`src/rtl/io_out_display_responder.sv`:
```
// CPU OUT-path responder: four-phase req/ack intake, double-dabble binary-to-BCD,
// and registered three-digit seven-segment drive with overflow and zero blanking.
module io_out_display_responder #(
  parameter int BIN_W       = 10,
  parameter int MAX_VAL     = 999,
  parameter int ACTIVE_LOW  = 1,
  parameter int BLANK_ZEROS = 1
) (
  input  logic        clk,
  input  logic        reset,
  input  logic        out_req,
  input  logic [31:0] out_data,
  output logic        out_ack,
  output logic        busy,
  output logic        valid,
  output logic        overflow,
  output logic [3:0]  bcd_unidade,
  output logic [3:0]  bcd_dezena,
  output logic [3:0]  bcd_centena,
  output logic [6:0]  seg_unidade,
  output logic [6:0]  seg_dezena,
  output logic [6:0]  seg_centena
);

  localparam int SR_W  = BIN_W + 12;
  localparam int CNT_W = $clog2(BIN_W + 1);
  localparam logic [CNT_W-1:0] LAST_CNT = CNT_W'(BIN_W - 1);
  localparam logic [1:0] IDLE  = 2'd0;
  localparam logic [1:0] SHIFT = 2'd1;
  localparam logic [1:0] DONE  = 2'd2;
  localparam logic [6:0] SEG_OFF  = (ACTIVE_LOW != 0) ? 7'h7F : 7'h00;
  localparam logic [6:0] SEG_DASH = (ACTIVE_LOW != 0) ? 7'h3F : 7'h40;

  logic [1:0]       state;
  logic             armed;
  logic             ovf_pend;
  logic [CNT_W-1:0] cnt;
  logic [SR_W-1:0]  sr;
  logic [SR_W-1:0]  sr_adj;
  logic             accept;
  logic             is_ovf;
  logic [3:0]       dig_c, dig_d, dig_u;
  logic             blank_c, blank_d;

  function automatic logic [6:0] seg_pol(input logic [6:0] p);
    return (ACTIVE_LOW != 0) ? ~p : p;
  endfunction

  // Active-high pattern, bit0=a .. bit6=g; non-decimal codes stay dark.
  function automatic logic [6:0] seg_enc(input logic [3:0] d, input logic blank);
    logic [6:0] p;
    case (d)
      4'd0: p = 7'h3F;
      4'd1: p = 7'h06;
      4'd2: p = 7'h5B;
      4'd3: p = 7'h4F;
      4'd4: p = 7'h66;
      4'd5: p = 7'h6D;
      4'd6: p = 7'h7D;
      4'd7: p = 7'h07;
      4'd8: p = 7'h7F;
      4'd9: p = 7'h6F;
      default: p = 7'h00;
    endcase
    return seg_pol(blank ? 7'h00 : p);
  endfunction

  assign accept  = (state == IDLE) && out_req && armed;
  assign is_ovf  = out_data > 32'(MAX_VAL);
  assign dig_u   = sr[BIN_W +: 4];
  assign dig_d   = sr[BIN_W+4 +: 4];
  assign dig_c   = sr[BIN_W+8 +: 4];
  assign blank_c = (BLANK_ZEROS != 0) && (dig_c == 4'd0);
  assign blank_d = blank_c && (dig_d == 4'd0);

  always_comb begin
    sr_adj = sr;
    for (int i = 0; i < 3; i++) begin
      if (sr[BIN_W+4*i +: 4] >= 4'd5)
        sr_adj[BIN_W+4*i +: 4] = sr[BIN_W+4*i +: 4] + 4'd3;
    end
  end

  // Shift register is pure datapath: loaded on accept, shifted while converting.
  always_ff @(posedge clk) begin
    if (accept)
      sr <= {12'b0, out_data[BIN_W-1:0]};
    else if (state == SHIFT)
      sr <= {sr_adj[SR_W-2:0], 1'b0};
  end

  always_ff @(posedge clk or posedge reset) begin
    if (reset) begin
      state       <= IDLE;
      armed       <= 1'b0;
      ovf_pend    <= 1'b0;
      cnt         <= '0;
      out_ack     <= 1'b0;
      busy        <= 1'b0;
      valid       <= 1'b0;
      overflow    <= 1'b0;
      bcd_unidade <= 4'd0;
      bcd_dezena  <= 4'd0;
      bcd_centena <= 4'd0;
      seg_unidade <= SEG_OFF;
      seg_dezena  <= SEG_OFF;
      seg_centena <= SEG_OFF;
    end else begin
      out_ack <= accept;
      // A request must be seen low before it can be taken again.
      if (!out_req)
        armed <= 1'b1;
      else if (accept)
        armed <= 1'b0;
      case (state)
        IDLE: begin
          if (accept) begin
            busy     <= 1'b1;
            cnt      <= '0;
            ovf_pend <= is_ovf;
            state    <= is_ovf ? DONE : SHIFT;
          end
        end
        SHIFT: begin
          cnt <= cnt + CNT_W'(1);
          if (cnt == LAST_CNT)
            state <= DONE;
        end
        DONE: begin
          valid    <= 1'b1;
          overflow <= ovf_pend;
          busy     <= 1'b0;
          state    <= IDLE;
          if (ovf_pend) begin
            bcd_unidade <= 4'd0;
            bcd_dezena  <= 4'd0;
            bcd_centena <= 4'd0;
            seg_unidade <= SEG_DASH;
            seg_dezena  <= SEG_DASH;
            seg_centena <= SEG_DASH;
          end else begin
            bcd_unidade <= dig_u;
            bcd_dezena  <= dig_d;
            bcd_centena <= dig_c;
            seg_unidade <= seg_enc(dig_u, 1'b0);
            seg_dezena  <= seg_enc(dig_d, blank_d);
            seg_centena <= seg_enc(dig_c, blank_c);
          end
        end
        default: state <= IDLE;
      endcase
    end
  end

endmodule

```
`config.mk`:
```
export PLATFORM = sky130hd
export DESIGN_NAME = io_out_display_responder
export DESIGN_NICKNAME = d
export VERILOG_FILES = /design/src/rtl/io_out_display_responder.sv
export SDC_FILE = /design/constraint.sdc
export NUM_CORES = 1
export LEC_CHECK = 0
export CAP_MARGIN = 20
export CORE_MARGIN = 3
export CORE_UTILIZATION = 24
export CTS_CLUSTER_SIZE = 28
export DETAILED_ROUTE_END_ITERATION = 8
export GPL_TIMING_DRIVEN = 0
export MAX_ROUTING_LAYER = met4
export SLEW_MARGIN = 20
export SYNTH_ARGS = -nofsm -noshare
export SYNTH_HDL_FRONTEND = slang
export SYNTH_SLANG_ARGS = --single-unit
```
`constraint.sdc`:
```
create_clock -name clk -period 2.6 [get_ports clk]
set_input_delay 0.52 -clock clk [delete_from_list [all_inputs] [get_ports clk]]
set_output_delay 0.52 -clock clk [all_outputs]
set_load 0.02 [all_outputs]
```
==> metrics.yaml <==
run_status:
  status: "complete, no violations"
synth:
  synth-main-ff-cell: "dfxtp_1"
  syn_inst: 415
  yosys_warnings: 0
  synth_cell_types: 53
  synth.area.top_cells: "dfxtp_1, dfrtp_1, dfstp_2"
  avgSynthCellArea_um2: 9.720
  synth_edf_count: 10
  synthArstFlopShare_pct: 51.14
  synth_top_area_share_pct: 16.38
  synth_nets: 477
  synth_seq_cells: 88
  syn_area_mm2: 0.004034
  netlist.top_cell.by_area: "dfxtp_1"
  ys_seq_area_share_pct: 52.39
finish:
  final_common_cell: "clkdlybuf4s50_1"
  drive_gt1_share_pct: 12.92
  mostFrequentLayoutCells: "clkdlybuf4s50_1, nand2_1, dfxtp_1"
  post-route-util_pct: 33.14
  diodes: 0
  fin_nets: 560
  syn_to_final_growth_pct: 32.88
detailed_routing:
  dr.pass1.iters: 4
  ant_nets: 0
  num_vias: 3261
  drc: 0
  routed_via_density: 4.535
  wl_per_cell_um: 13.22
  drtIter0Drc: 204
  drt-total-wl_mm: 9.506
placed_design:
  place_hpwl_mm: 7.284
  gp_congestion: 0.8406
  io_buffers: 71
  dpl_worst_slack_ps: -302.9
worst_hold_path:
  whs_path_depth: 1
  hp-class: "reg -> reg"
timing:
  rsz0062_at_grt: "no"
  slew_headroom_pct: 50.24
  setup_viol: 0
  slew_viol_final: 0
  fin_hold_ws_ps: 357.9
  finalHoldViolations: 0
  fin_crit_sh_pct: 92.80
  tightest_slew_ps: 740.7
  setup_ws_ps: 187.2
  period_minus_slack_ps: 2413
  fmax_mhz: 414.5
  skew_ps: 6.513
cts:
  cts_tree: "yes"
  root_buffer: "clkbuf_16"
  post_cts.repair.setup_buffers: 0
  cts_inserted_buffers: 9
  insertion_delay_ps: 340
  cts_max_path_buffers: 2
  htree_num_levels: 3
  clkTransAtPathRegs_ps: 60
  cts.sinks: 88
setup_path:
  required_ps: 2830
  crit_type: "reg -> reg"
  slowest_delay_ps: 380
  critPathSlowestCell: "dfxtp_1"
  crit_arrival_ps: 2640
  cp_cell_sequence: "inv_1 > ha_1 > nand2b_1 > nor3b_1 > a21oi_1 > o21ai_1 > inv_1 > ha_1 > nand2_1 > o21ai_0 > a22o_1"
  start_kind: "register"
  end_kind: "register"
  reg2reg_depth: 11
  crit_fanout: 6
global_routing:
  antenna_found_initial: 0
  grt_util_all_layers_pct: 11.45
  overflow: 0
  grt_max_degree: 25
  grt_pass1_wl_mm: 16.22
  first_global_vias: 3396
die:
  initial_core_util_pct: 24.94
  dieArea_mm2: 0.01840
  pin_count: 72
  die_h_um: 135.6
  core-area_mm2: 0.01617
  rows: 46
  die_width_um: 135.6
run:
  drv_cap: 0
power_and_ir_drop:
  p_leak_uw: 0.002172
  vdd_drop_max_mv: 0.3005
  power_density_mw_per_mm2: 540.8
critical path, delay by kind of cell, from the launching register on:
kind / cells / cell delay (ps)
AOI/OAI and AO/OA: 4 / 690
adders and majority gates: 2 / 500
buffers and inverters: 2 / 320
DFF: 1 / 380
and+or+nand+nor: 3 / 400
logic make-up after synthesis:
logic type               Yosys count  synth area share, %
AO/OA/AOI/OAI                    111                17.87
XOR/XNOR                           2               0.4343
adder cells (fa/ha/maj)           27                8.375
buffers and inverters             44                4.497
flip-flops                        88                52.39
AND/OR/NAND/NOR                  143                16.44
power by group:
| part | switching (µW) | leakage, µW | internal, µW |
|---|---|---|---|
| Sequential | 8.58 | 0.000896 | 1410 |
| Clock | 535 | 0.000141 | 772 |
| Combinational | 95.6 | 0.00113 | 80.1 |
metal layers:
layer  vias to the layer above  track usage [%]  routed length, µm
met2                        95            17.59               4402
li1                       1599                -                  -
met3                        17            3.269                625
met1                      1550            13.92               4237
met4                         0            5.375                242
met5                         -                -                  0
cell type report:
type | instances | area (µm²)
fill | 1623 | 10810
sequential | 88 | 2113
multi-input combinational | 283 | 1750
timing repair buffer | 72 | 738.2
tap | 216 | 270.3
clock buffer | 10 | 239.0
inverter | 27 | 106.4
buffer | 17 | 75.07
clock inverter | 6 | 67.56
what timing repair did:
item / in CTS / in global routing
endpoints found under the setup margin: 0 / 6
hold buffers: 0 / 0
resized for setup: 0 / 4
worst paths after layout:
path | endpoint | start | slack [ps]
max | register | sr[15]$_SDFFE_PP0P_ | 190
min | seg_dezena[0]$_DFFE_PP1P_ | register | 360
max reg2reg | register | sr[15]$_SDFFE_PP0P_ | 190
min reg2reg | seg_dezena[0]$_DFFE_PP1P_ | register | 360
max in group asynchronous | seg_unidade[6]$_DFFE_PP1P_ | reset | 1490
min in group asynchronous | bcd_unidade[3]$_DFFE_PP0P_ | reset | 540
synth_stat cells (2+ instances only):
cell type	instances
o211ai_1	3
and3_1	3
buf_2	2
a21o_1	7
a21oi_1	30
xnor2_1	2
nor2_1	29
nor3_1	4
o31ai_1	8
buf_4	2
nor2b_1	2
dfrtp_1	24
a22o_1	2
a21oi_2	2
nor3b_1	3
o22ai_1	7
o21ai_0	31
clkbuf_1	11
a31oi_1	6
and2_1	2
ha_1	27
a32oi_2	2
nor4_1	4
nand3_1	11
inv_2	5
o21ai_1	3
inv_1	21
dfstp_2	21
nand4_1	3
nand2b_1	6
nand2_1	68
dfxtp_1	33
o21a_1	2
edfxtp_1	10
metrics by stage:
step,power [µW],TNS [ps],instances,area [µm²]
floorplan,1518,0,415,4034
global placement,1613,-1071,702,5015
detailed placement,1623,-1347,703,5042
CTS,2936,0,719,5349
global route,3016,0,719,5360
finish,2899,0,719,5360
(Power assumes the default switching activity.)
